--- src/rtl/flash_arb_pkg.sv ---
// Shared types for the two-master QSPI flash bus arbiter.
// The optional forced-revoke timer is enabled by defining FLASH_ARB_TIMEOUT_EN.
package flash_arb_pkg;

  typedef enum logic [1:0] {
    ST_IDLE,
    ST_OWN,
    ST_RELEASE
  } arb_state_t;

  typedef logic midx_t;

  // Guard counter holds N_GUARD-1, so N_GUARD may be at most 2**GUARD_W.
  localparam int GUARD_W   = 8;
  localparam int TIMEOUT_W = 16;

endpackage

--- src/rtl/flash_arb_rr.sv ---
// Two-way round-robin picker: a lone requester wins, and a tie goes to the
// master that was not served last.
module flash_arb_rr
  import flash_arb_pkg::*;
(
  input  logic [1:0] req,
  input  midx_t      last_served,
  output midx_t      winner,
  output logic       valid
);

  always_comb begin
    valid  = |req;
    winner = (req == 2'b11) ? ~last_served : req[1];
  end

endmodule

--- src/rtl/flash_bus_arbiter.sv ---
// Shares one QSPI flash pin set between two masters at transaction granularity.
// Define FLASH_ARB_TIMEOUT_EN to add the forced-revoke timer and the per-master lockout.
//
//   state      | meaning
//   ST_IDLE    | pins idle, nothing granted, pick the next owner
//   ST_OWN     | gnt held, owner's drives registered onto the flash pins
//   ST_RELEASE | nCE-high guard gap, N_GUARD cycles, selected still 1
module flash_bus_arbiter
  import flash_arb_pkg::*;
#(
  parameter int N_GUARD = 2
`ifdef FLASH_ARB_TIMEOUT_EN
  , parameter int TIMEOUT_CYC = 65535
`endif
) (
  input  logic       clk,
  input  logic       rst,
  input  logic       m0_req,
  output logic       m0_gnt,
  input  logic       m0_nce,
  input  logic       m0_sclk,
  input  logic [3:0] m0_sout,
  input  logic       m0_oe,
  input  logic       m0_qpi,
  output logic [3:0] m0_sin,
  input  logic       m1_req,
  output logic       m1_gnt,
  input  logic       m1_nce,
  input  logic       m1_sclk,
  input  logic [3:0] m1_sout,
  input  logic       m1_oe,
  input  logic       m1_qpi,
  output logic [3:0] m1_sin,
  output logic       flash_nce,
  output logic       flash_sclk,
  output logic [3:0] flash_sout,
  output logic       flash_oe,
  output logic       flash_bus_qpi,
  input  logic [3:0] flash_sin,
  output logic       flash_selected,
  output logic       arb_timeout,
  output logic       arb_violation
);

  arb_state_t         state;
  midx_t              owner;
  midx_t              last_served;
  midx_t              pick;
  logic               pick_valid;
  logic [GUARD_W-1:0] guard_cnt;
  logic [1:0]         req_v;
  logic [1:0]         req_eff;
  logic               timeout_hit;
  logic               timeout_pulse;

  logic       own_req;
  logic       own_nce;
  logic       own_sclk;
  logic [3:0] own_sout;
  logic       own_oe;
  logic       own_qpi;

  assign m0_sin      = flash_sin;
  assign m1_sin      = flash_sin;
  assign req_v       = {m1_req, m0_req};
  assign arb_timeout = timeout_pulse;

  always_comb begin
    own_req  = owner ? m1_req  : m0_req;
    own_nce  = owner ? m1_nce  : m0_nce;
    own_sclk = owner ? m1_sclk : m0_sclk;
    own_sout = owner ? m1_sout : m0_sout;
    own_oe   = owner ? m1_oe   : m0_oe;
    own_qpi  = owner ? m1_qpi  : m0_qpi;
  end

`ifdef FLASH_ARB_TIMEOUT_EN
  logic [TIMEOUT_W-1:0] own_cnt;
  logic [1:0]           lockout;

  assign timeout_hit = (state == ST_OWN) && own_req &&
                       (own_cnt == TIMEOUT_W'(TIMEOUT_CYC - 1));
  assign req_eff     = req_v & ~lockout;

  // A revoked master stays locked out until its req has been seen low once.
  always_ff @(posedge clk) begin
    if (rst) begin
      own_cnt <= '0;
      lockout <= '0;
    end else begin
      own_cnt <= (state == ST_OWN) ? own_cnt + 1'b1 : '0;
      lockout <= lockout & req_v;
      if (timeout_hit)
        lockout[owner] <= 1'b1;
    end
  end
`else
  assign timeout_hit = 1'b0;
  assign req_eff     = req_v;
`endif

  flash_arb_rr u_rr (
    .req         (req_eff),
    .last_served (last_served),
    .winner      (pick),
    .valid       (pick_valid)
  );

  always_ff @(posedge clk) begin
    if (rst) begin
      state          <= ST_IDLE;
      owner          <= 1'b0;
      last_served    <= 1'b1;
      guard_cnt      <= '0;
      m0_gnt         <= 1'b0;
      m1_gnt         <= 1'b0;
      flash_nce      <= 1'b1;
      flash_sclk     <= 1'b0;
      flash_sout     <= 4'h0;
      flash_oe       <= 1'b0;
      flash_bus_qpi  <= 1'b0;
      flash_selected <= 1'b0;
      arb_violation  <= 1'b0;
      timeout_pulse  <= 1'b0;
    end else begin
      // Pins rest idle unless an active owner overrides them below.
      flash_nce     <= 1'b1;
      flash_sclk    <= 1'b0;
      flash_sout    <= 4'h0;
      flash_oe      <= 1'b0;
      flash_bus_qpi <= 1'b0;
      arb_violation <= 1'b0;
      timeout_pulse <= 1'b0;
      case (state)
        ST_IDLE: begin
          if (pick_valid) begin
            owner          <= pick;
            last_served    <= pick;
            m0_gnt         <= ~pick;
            m1_gnt         <= pick;
            flash_selected <= 1'b1;
            state          <= ST_OWN;
          end
        end
        ST_OWN: begin
          if (!own_req || timeout_hit) begin
            m0_gnt        <= 1'b0;
            m1_gnt        <= 1'b0;
            guard_cnt     <= GUARD_W'(N_GUARD - 1);
            arb_violation <= !own_req && !own_nce;
            timeout_pulse <= timeout_hit;
            state         <= ST_RELEASE;
          end else begin
            flash_nce     <= own_nce;
            flash_sclk    <= own_sclk;
            flash_sout    <= own_sout;
            flash_oe      <= own_oe;
            flash_bus_qpi <= own_qpi;
          end
        end
        ST_RELEASE: begin
          if (guard_cnt == '0) begin
            flash_selected <= 1'b0;
            state          <= ST_IDLE;
          end else begin
            guard_cnt <= guard_cnt - 1'b1;
          end
        end
        default: state <= ST_IDLE;
      endcase
    end
  end

endmodule
--- config.mk ---
export PLATFORM = sky130hd
export DESIGN_NAME = flash_bus_arbiter
export DESIGN_NICKNAME = d
export VERILOG_FILES = /design/src/rtl/flash_arb_pkg.sv /design/src/rtl/flash_arb_rr.sv /design/src/rtl/flash_bus_arbiter.sv
export SDC_FILE = /design/constraint.sdc
export NUM_CORES = 1
export LEC_CHECK = 0
export BUFFER_PORTS_ARGS = -buffer_cell sky130_fd_sc_hd__buf_2
export CORE_MARGIN = 2
export CORE_UTILIZATION = 51
export DETAILED_ROUTE_END_ITERATION = 16
export PLACE_DENSITY_LB_ADDON = 0.2
export SLEW_MARGIN = 5
export SYNTH_ARGS = -nofsm -noshare
export SYNTH_HDL_FRONTEND = slang
export SYNTH_SLANG_ARGS = --single-unit
--- constraint.sdc ---
create_clock -name clk -period 3.3 [get_ports clk]
set_input_delay 0.33 -clock clk [delete_from_list [all_inputs] [get_ports clk]]
set_output_delay 0.33 -clock clk [all_outputs]
set_load 0.005 [all_outputs]
==> results of run 1 <==
-- path summary, 6_finish.rpt --
check | endpoint | startpoint | cells after the start
worst max-delay path | guard_cnt[1]$_SDFFE_PP0P_ | guard_cnt[0]$_SDFFE_PP0P_ | 5
worst min-delay path | flash_sclk$_SDFF_PP0_ | m0_sclk | 3
worst max register to register | guard_cnt[1]$_SDFFE_PP0P_ | guard_cnt[0]$_SDFFE_PP0P_ | 5
worst min register to register | m1_gnt$_SDFFE_PP0P_ | m1_gnt$_SDFFE_PP0P_ | 2
-- tightest hold or removal path, stage by stage --
cell	delay [ns]
buf_2	0.07
mux2i_1	0.05
nor2_1	0.07
-- metrics by stage --
step           total power [W]  cells  instance area (um^2)
2_1_floorplan         0.000386    128                  1140
3_3_place_gp          0.000405    174                  1250
3_5_place_dp          0.000408    174                  1250
4_1_cts               0.000529    177                  1270
5_1_grt               0.000556    177                  1270
6_report              0.000522    177                  1270
-- per-layer routing --
layer	GRT usage, %	wire length [um]
met1	23.5	1000
met2	32.5	1120
met3	3.80	118
met4	5.26	19
met5	0	0
-- kinds of logic (layout without fill, tap and decap cells) --
logic type / count (synthesis) / in the layout / share of synthesized area (%)
and+or+nand+nor: 41 / 41 / 19.8
DFF: 24 / 24 / 42.0
other: 1 / 1 / 0.328
AOI/OAI and AO/OA: 31 / 31 / 17.5
muxes: 10 / 10 / 8.96
adders and majority gates: 2 / 2 / 2.19
buffers and inverters: 19 / 40 / 9.29
-- power by group through the flow --
stage	Clock (W)	Combinational (W)	Sequential (W)
after CTS	0.000127	0.0000842	0.000318
after detailed placement	0	0.0000834	0.000325
after global routing	0.000140	0.0000954	0.000321
after floorplan	0	0.0000687	0.000317
final	0.000120	0.0000836	0.000318
after global placement	0	0.0000814	0.000324
-- sequential cells by signal (all words and copies together), names as in the netlist --
| name | count |
|---|---|
| flash_nce | 1 |
| flash_sout | 4 |
| m0_gnt | 1 |
| flash_oe | 1 |
| owner | 1 |
| last_served | 1 |
| flash_sclk | 1 |
| arb_violation | 1 |
| flash_bus_qpi | 1 |
| m1_gnt | 1 |
| guard_cnt | 8 |
| state | 2 |
| flash_selected | 1 |
-- layout make-up --
cell class	count	area, um^2
Fill cell	208	896
Multi-Input combinational cell	85	558
Sequential cell	24	480
Inverter	6	22.5
Clock buffer	3	22.5
Tap cell	28	35.0
Timing Repair Buffer	31	155
-- placed cells by master (no fill, tap or decap), drive strengths merged --
cell     n
buf     31
dfxtp   24
nor2    12
a21oi   11
mux2i    8
nand2    8
inv      6
o21ai    5
nor2b    4
a211oi   4
nand3    3
clkbuf   3
or4      3
mux2     2
or3b     2
o211ai   2
o31ai    2
ha       2
a211o    2
nor3b    1
nor4     1
or2      1
a311oi   1
or4b     1
nor4b    1
nand4b   1
a21o     1
nand3b   1
or3      1
o211a    1
nor3     1
o32ai    1
o22ai    1
conb     1
==> metrics, run 1 <==
Post-CTS Setup Inserts 0; sum of buffers and inverters on the critical path 1; Final Cycle Share 58.8%; Worst Skew 0.00551 ns; Final min period 1.94 ns; Post-Syn Instances 128; EDFF count, synth 0; PD cells 410 mW/mm^2; Psw 0.000136 W; crit-path max FO 5; Switching Share 26.0%; CTS resizes 0; share of cells above drive strength 1 28.2%; Die Y 51.4 um; Final Max Slew Viols 0; gr ovfl total 0; Ports 45; number of CTS-inserted buffers 3; area delta synth->final 11.3%; Worst Setup Path Type flop to flop; CTS max path bufs 2; initial DRC count 8; global-route wire length before repair 3840 um; initial antenna violation count 0; Layout Utilization 58.7%; #FFs+latches synth 24; Hold Vio Cnt, Final 0; Via Count 968; Root Driver clkbuf_4; DR DRC count 0; Clock Power Share 23.0%; post-route ant nets 0; crit path DAT 2.15 ns; HPWL after detailed placement 1740 um; Worst VDD drop 0.000313 V; vias in the first global route 910; core area 0.00217 mm^2; FFs w/ async S/R, synth 0%; Worst setup SP type flop; hold_ws 0.253 ns; TritonRoute pass-1 iters 4; reg2reg setup slack 1.36 ns; slowest cell on the critical path or3b_2; Wirelength per Cell 12.7 um; Worst-path clk slew 0.12 ns; Synth area leaders dfxtp_1, mux2i_1, buf_4, a21oi_1, nor2_1; delay-heaviest family, CP simple AND/OR/NAND/NOR gates; area share of the leading cell type in the synthesized netlist 42.0%; die area 0.00264 mm^2; GPL Wtd Cong 0.809; Req. time, crit path 3.50 ns; Initial Util 52.8%; Synth Flop Type dfxtp_1; max incr delay on CP 0.48 ns; overall global routing resource usage 18.8%; drt total wl 2260 um; crit-path cells inv_1, ha_1, or3b_2, o21ai_0, mux2_2; clk sinks 24; Crit. End Element flop; Sequential Power Share 61.0%; final layout net count 177; DR vias/cell 5.47; Avg Cell Area, Syn 8.94 um^2; outcome completed; Yosys cell types 38; PortBufs 31; Fin Setup TNS 0 ns; cts hold-fix bufs 0; Mapped Area 0.00114 mm^2; Worst Max-Slew Pin Slew 0.610 ns; Slew Limit Headroom 59.2%; Leakage 0.546 nW; Synth warnings 0; final setup margin 1.36 ns; Die W 51.4 um; pin count of the biggest net entering global routing 13; HP Class input port to flop; synthesized net count 154; P_int 0.000386 W; final setup fails 0; pre-CTS setup slack 1.38 ns; Comb pwr share 16.0%; Synth area leader dfxtp_1; H-tree depth 1; CTS tree built; max_cap viols 0; Row Count 17; sequential fraction of the synthesis area 42.0%; RSZ-0062 raised after global routing no; Worst-Skew Late Latency 0.30 ns; fmax 515 MHz; most common cell in the netlist dfxtp_1; # diodes 0; most frequent cells after synthesis dfxtp_1, nor2_1, a21oi_1, buf_4
(Power assumes the default switching activity.)
==> run 2, diff against run 1 <==
--- a/config.mk
+++ b/config.mk
@@ -7,7 +7,7 @@
 export LEC_CHECK = 0
 export BUFFER_PORTS_ARGS = -buffer_cell sky130_fd_sc_hd__buf_2
 export CORE_MARGIN = 2
-export CORE_UTILIZATION = 51
+export CORE_UTILIZATION = 42
 export DETAILED_ROUTE_END_ITERATION = 16
 export PLACE_DENSITY_LB_ADDON = 0.2
 export SLEW_MARGIN = 5
==> constraint.sdc (replaced) <==
create_clock -name clk -period 1.7 [get_ports clk]
set_input_delay 0.17 -clock clk [delete_from_list [all_inputs] [get_ports clk]]
set_output_delay 0.17 -clock clk [all_outputs]
set_load 0.005 [all_outputs]
==> run 2 against run 1 <==
Effect of this change:
- die area grew 20%
- worst setup slack worse by 1.3 ns
- flip-flop and latch count unchanged
- clock power grew to 2.5 times the previous value
- first-iteration DRC count up 50%
- sequential power grew 91%
- fmax grew 18%
- clock-buffer cell count increased by 1
- worst hold slack got worse by 0.17 ns
==> metrics, run 2 (same netlist as run 1, synthesis figures left out) <==
max_cap viols 0 (unchanged); drt total wl 2420 um (+7.5%); delay-heaviest family, CP simple AND/OR/NAND/NOR gates; share of cells above drive strength 1 34.2% (+6.0 points); largest registers guard_cnt (8), flash_sout (4), state (2); GPL Wtd Cong 0.813 (+0.53%); TritonRoute pass-1 iters 4 (unchanged); Pwr Total 0.00110 W (+110%); # diodes 0 (unchanged); Die W 56.2 um (+9.4%); H-tree depth 1 (unchanged); filler cell count 249 (+20%); max incr delay on CP 0.57 ns (+0.09 ns); Worst-path clk slew 0.13 ns (about the same); Worst-Skew Late Latency 0.31 ns (about the same); initial antenna violation count 0 (unchanged); Final Max Slew Viols 0 (unchanged); non-filler cells, final 188 (+6.2%); critical path depth 3 (-2); Via Count 999 (+3.2%); cts hold-fix bufs 0 (unchanged); Worst Setup Path Type flop to flop; CTS tree built; most frequent cells in the layout buf_2, dfxtp_1, nor2_1; Worst VDD drop 0.000488 V (+56%); r2r worst-path depth 3 (-2); final layout net count 185 (+4.5%); HPWL after detailed placement 1870 um (+7.7%); Worst setup SP type flop; most common cell after layout, fill and taps aside buf_2; PortBufs 31 (unchanged); outcome completed; crit-path cells or4_4, or4_1, a21oi_1; global-route wire length before repair 4170 um (+8.6%); Top reg by flops guard_cnt; core area 0.00252 mm^2 (+16%); DR DRC count 0 (unchanged); crit-path max FO 6 (+1); Cell Area, Placed 0.00131 mm^2 (+5.0%); CTS max path bufs 2 (unchanged); crit path DAT 1.90 ns (-0.25 ns); vias in the first global route 970 (+6.6%); Worst Max-Slew Pin Slew 0.591 ns (-0.0192 ns); area delta synth->final 19.1%; Worst Skew 0.00399 ns (-0.00152 ns); sum of buffers and inverters on the critical path 0 (-1); gr ovfl total 0 (unchanged); Wirelength per Cell 12.9 um (+1.2%); Final min period 1.65 ns (-0.291 ns); Post-CTS Setup Inserts 0 (unchanged); Row Count 18 (+1); die area 0.00316 mm^2 (+20%); Largest register FFs 8 (unchanged); number of CTS-inserted buffers 3 (unchanged); final setup fails 0 (unchanged); Hold Vio Cnt, Final 0 (unchanged); Req. time, crit path 1.95 ns (-1.55 ns); Placed Instances 184 (+5.7%); Layout Utilization 54.1% (-4.6 points); Hold Path Depth 3 (unchanged); Ports 45 (unchanged); Root Driver clkbuf_4; Final Cycle Share 97.1% (+38 points); DR vias/cell 5.31 (-2.8%); initial DRC count 12 (+4); PD cells 809 mW/mm^2 (+98%); Initial Util 45.4% (-7.4 points); slowest cell on the critical path or4_4; post-route ant nets 0 (unchanged); clk sinks 24 (unchanged); overall global routing resource usage 16.4% (-2.4 points); HP Class input port to flop; fmax 606 MHz (+18%); pin count of the biggest net entering global routing 14 (+1); Leakage 0.592 nW (+8.5%); Crit. End Element flop; Non-Filler Cell Area, Final 0.00136 mm^2 (+7.1%); Slew Limit Headroom 60.5% (+1.3 points); Die Y 56.2 um (+9.4%)
run 2: per-layer routing:
metal	share of wire (%)	track usage, %	wire length (um)	vias to the layer above
li1	-	-	-	509
met5	0	0	0	-
met2	45	26.4	1080	28
met4	0.74	5.44	18	0
met1	49	21.4	1180	460
met3	5.9	4.19	144	2
run 2: repair_timing:
item / 4_1_cts / 5_1_grt
pin swaps: 1 / 1
resized for setup: 1 / 3
endpoints found under the setup margin: 1 / 2
gates cloned: 0 / 0
run 2: tightest hold or removal path: stages:
cell and delay, ns:
buf_2 0.07, mux2i_1 0.05, nor2_1 0.07
run 2: power breakdown:
group / internal (W) / leakage (nW) / switching [W] / total, W
sequential: 0.000589 / 0.195 / 0.0000174 / 0.000606
clock: 0.000131 / 0.0210 / 0.000171 / 0.000302
combinational: 0.0000944 / 0.375 / 0.000102 / 0.000196
total: 0.000814 / 0.592 / 0.000290 / 0.00110
run 2: final timing paths:
path	to	slack, ns	start
worst max-delay path	guard_cnt[6]$_SDFFE_PP0P_	0.05	guard_cnt[3]$_SDFFE_PP0P_
worst max register to register	guard_cnt[6]$_SDFFE_PP0P_	0.05	guard_cnt[3]$_SDFFE_PP0P_
worst min-delay path	flash_sout[1]$_SDFF_PP0_	0.08	m0_sout[1]
worst min register to register	m1_gnt$_SDFFE_PP0P_	0.47	m1_gnt$_SDFFE_PP0P_
run 2: layout make-up:
class | count | area [um^2] | area share [%]
clock buffer | 4 | 36.3 | 2.66
inverter | 6 | 22.5 | 1.65
multi-input combinational | 85 | 572 | 41.9
sequential | 24 | 480 | 35.2
tap | 30 | 37.5 | 2.75
timing repair buffer | 39 | 215 | 15.8
run 2: stage by stage:
stage	hold WS [ns]	setup TNS [ns]	setup WS [ns]
4_1_cts	0.0777	0	0.0119
6_report	0.0842	0	0.0495
3_3_place_gp	0.340	0	0.0442
5_1_grt	0.0821	-0.00153	-0.00153
3_5_place_dp	0.340	-0.0119	-0.0119
2_1_floorplan	0.314	0	0.0163
==> run 3, diff against run 2 <==
--- a/config.mk
+++ b/config.mk
@@ -6,10 +6,12 @@
 export NUM_CORES = 1
 export LEC_CHECK = 0
 export BUFFER_PORTS_ARGS = -buffer_cell sky130_fd_sc_hd__buf_2
-export CORE_MARGIN = 2
+export CORE_MARGIN = 3
 export CORE_UTILIZATION = 42
 export DETAILED_ROUTE_END_ITERATION = 16
+export MAX_ROUTING_LAYER = met4
 export PLACE_DENSITY_LB_ADDON = 0.2
+export SKIP_LAST_GASP = 1
 export SLEW_MARGIN = 5
 export SYNTH_ARGS = -nofsm -noshare
 export SYNTH_HDL_FRONTEND = slang
==> run 3 against run 2 <==
Effect of this change:
- register-to-register slack hardly changed
- design area grew 1.0%
- power increased by 10%
- worst setup slack better by 0.0058 ns
- fmax grew 0.35%
- critical path depth stayed put
- first-iteration DRC count rose to 2.6 times the previous value
- flip-flop and latch count is the same
- global-route usage down 0.97 points
==> metrics, run 3 (same netlist as run 1, synthesis figures left out) <==
number of CTS-inserted buffers 3 (unchanged); Switching Share 24.4% (-1.9 points); slowest cell on the critical path or4_4; Clock Power Share 34.5% (+7.2 points); P_int 0.000921 W (+13%); TritonRoute pass-1 iters 4 (unchanged); Hold Vio Cnt, Final 0 (unchanged); filler cell count 249 (unchanged); Post-CTS Setup Inserts 0 (unchanged); Largest register FFs 8 (unchanged); initial DRC count 31 (+19); drt total wl 2390 um (-1.6%); Worst-path clk slew 0.13 ns (about the same); core area 0.00254 mm^2 (+0.89%); Final Max Slew Viols 0 (unchanged); met1 usage 17.9% (-3.5 points); fmax 608 MHz (+0.35%); CTS max path bufs 2 (unchanged); Worst Max-Slew Pin Slew 0.618 ns (+0.0266 ns); Fin Setup TNS 0 ns (unchanged); Die Y 58.2 um (+3.6%); share of cells above drive strength 1 35.0% (+0.85 points); pin count of the biggest net entering global routing 15 (+1); vias in the first global route 930 (-4.1%); Req. time, crit path 1.97 ns (+0.02 ns); gr ovfl total 0 (unchanged); H-tree depth 1 (unchanged); Crit. End Element flop; DR vias/cell 5.25 (-1.3%); Top reg by flops guard_cnt; max_cap viols 0 (unchanged); register area 482 um^2 (+0.26%); crit-path cells or4_4, or4_1, a21oi_1; Slew Limit Headroom 58.7% (-1.8 points); HPWL after detailed placement 1860 um (-0.71%); Final min period 1.64 ns (-0.00578 ns); Worst Skew 0.00142 ns (-0.00258 ns); # diodes 0 (unchanged); Final Cycle Share 96.7% (-0.34 points); Psw 0.000297 W (+2.3%); Worst setup SP type flop; crit path DAT 1.92 ns (+0.02 ns); Worst-Skew Late Latency 0.32 ns (about the same); HP Class input port to flop; final setup fails 0 (unchanged); Root Driver clkbuf_4; Initial Util 45.0% (-0.40 points); largest registers guard_cnt (8), flash_sout (4), state (2); Non-Filler Cell Area, Final 0.00138 mm^2 (+1.0%); Sequential Power Share 49.7% (-5.2 points); most frequent cells in the layout buf_2, dfxtp_1, nor2_1; Cell Area, Placed 0.00131 mm^2 (-0.57%); max incr delay on CP 0.58 ns (about the same); initial antenna violation count 0 (unchanged); Worst VDD drop 0.000851 V (+74%); Comb pwr share 15.9% (-1.9 points); Via Count 981 (-1.8%); Leakage 0.598 nW (+1.0%); overall global routing resource usage 15.4% (-0.97 points); area delta synth->final 20.3%; PortBufs 31 (unchanged); Ports 45 (unchanged); DR DRC count 0 (unchanged); most common cell after layout, fill and taps aside buf_2; crit-path max FO 8 (+2); outcome completed; GPL Wtd Cong 0.750 (-7.7%); die area 0.00339 mm^2 (+7.2%); Die W 58.2 um (+3.6%); global-route wire length before repair 3930 um (-5.8%); CTS tree built; clk sinks 24 (unchanged); sum of buffers and inverters on the critical path 0 (unchanged); Row Count 18 (unchanged); delay-heaviest family, CP simple AND/OR/NAND/NOR gates; GRT met2 Usage 23.7% (-2.7 points); post-route ant nets 0 (unchanged); final layout net count 184 (-0.54%); footprint of the multi-input gates 576 um^2 (+0.66%); PD cells 884 mW/mm^2 (+9.3%); Worst Setup Path Type flop to flop; global route hottest layer met2; GR Util met3 4.90% (+0.71 points); Wirelength per Cell 12.8 um (-1.0%); RSZ-0062 raised after global routing no
-- run 3: cell types whose count changed in the layout (fill, tap and decap cells not counted), sizes merged --
cell | before | now
buf | 39 | 38
bufinv | 0 | 1
clkbuf | 4 | 3
-- run 3: area by class of cell --
cell class              count  area share, %
clock inverters             1           2.18
well taps                  30           2.72
multi-input cells          85           41.8
flip-flops and latches     24           35.0
inverters                   6           1.63
clock buffers               3           1.63
repair buffers             38           15.1
-- run 3: what timing repair did --
action / 4_1_cts / 5_1_grt
hold buffers: 0 / 0
pin swaps: 1 / 1
setup endpoints to repair: 1 / 3
endpoints found under the hold margin: 0 / 0
resized for setup: 1 / 5
-- run 3: path summary, 6_finish.rpt --
path	startpoint	end	slack (ns)	cells after the start
hold reg to reg	m1_gnt$_SDFFE_PP0P_	m1_gnt$_SDFFE_PP0P_	0.47	2
setup / recovery	guard_cnt[2]$_SDFFE_PP0P_	guard_cnt[6]$_SDFFE_PP0P_	0.06	3
hold / removal	m0_oe	flash_oe$_SDFF_PP0_	0.07	3
setup reg to reg	guard_cnt[2]$_SDFFE_PP0P_	guard_cnt[6]$_SDFFE_PP0P_	0.06	3
-- run 3: worst min-delay path, stage by stage --
cell and delay (ns):
buf_2 0.08, mux2i_1 0.05, nor2_1 0.07
-- run 3: per-layer routing --
| metal | part of all wire [%] | up-vias |
|---|---|---|
| met5 | 0 | - |
| met2 | 45 | 35 |
| met1 | 44 | 426 |
| met4 | 3.0 | 0 |
| li1 | - | 506 |
| met3 | 7.8 | 14 |
-- run 3: per-stage QoR --
stage / instances / util, % / setup slack [ns] / hold WS (ns) / power (W)
6_report: 187 / 54.1 / 0.0553 / 0.0651 / 0.00122
4_1_cts: 187 / 53.5 / 0.0153 / 0.0516 / 0.00123
2_1_floorplan: 128 / - / 0.0163 / 0.314 / 0.000749
3_3_place_gp: 183 / 51.3 / 0.0424 / 0.340 / 0.000801
5_1_grt: 187 / 54.1 / 0.000385 / 0.0717 / 0.00127
3_5_place_dp: 183 / 51.3 / -0.00613 / 0.340 / 0.000805
-- run 3: power by group through the flow --
stage	combinational [W]	sequential, W	clock, W
6_report	0.000194	0.000605	0.000420
3_5_place_dp	0.000188	0.000617	0
3_3_place_gp	0.000185	0.000616	0
2_1_floorplan	0.000134	0.000615	0
4_1_cts	0.000190	0.000605	0.000432
5_1_grt	0.000217	0.000609	0.000447
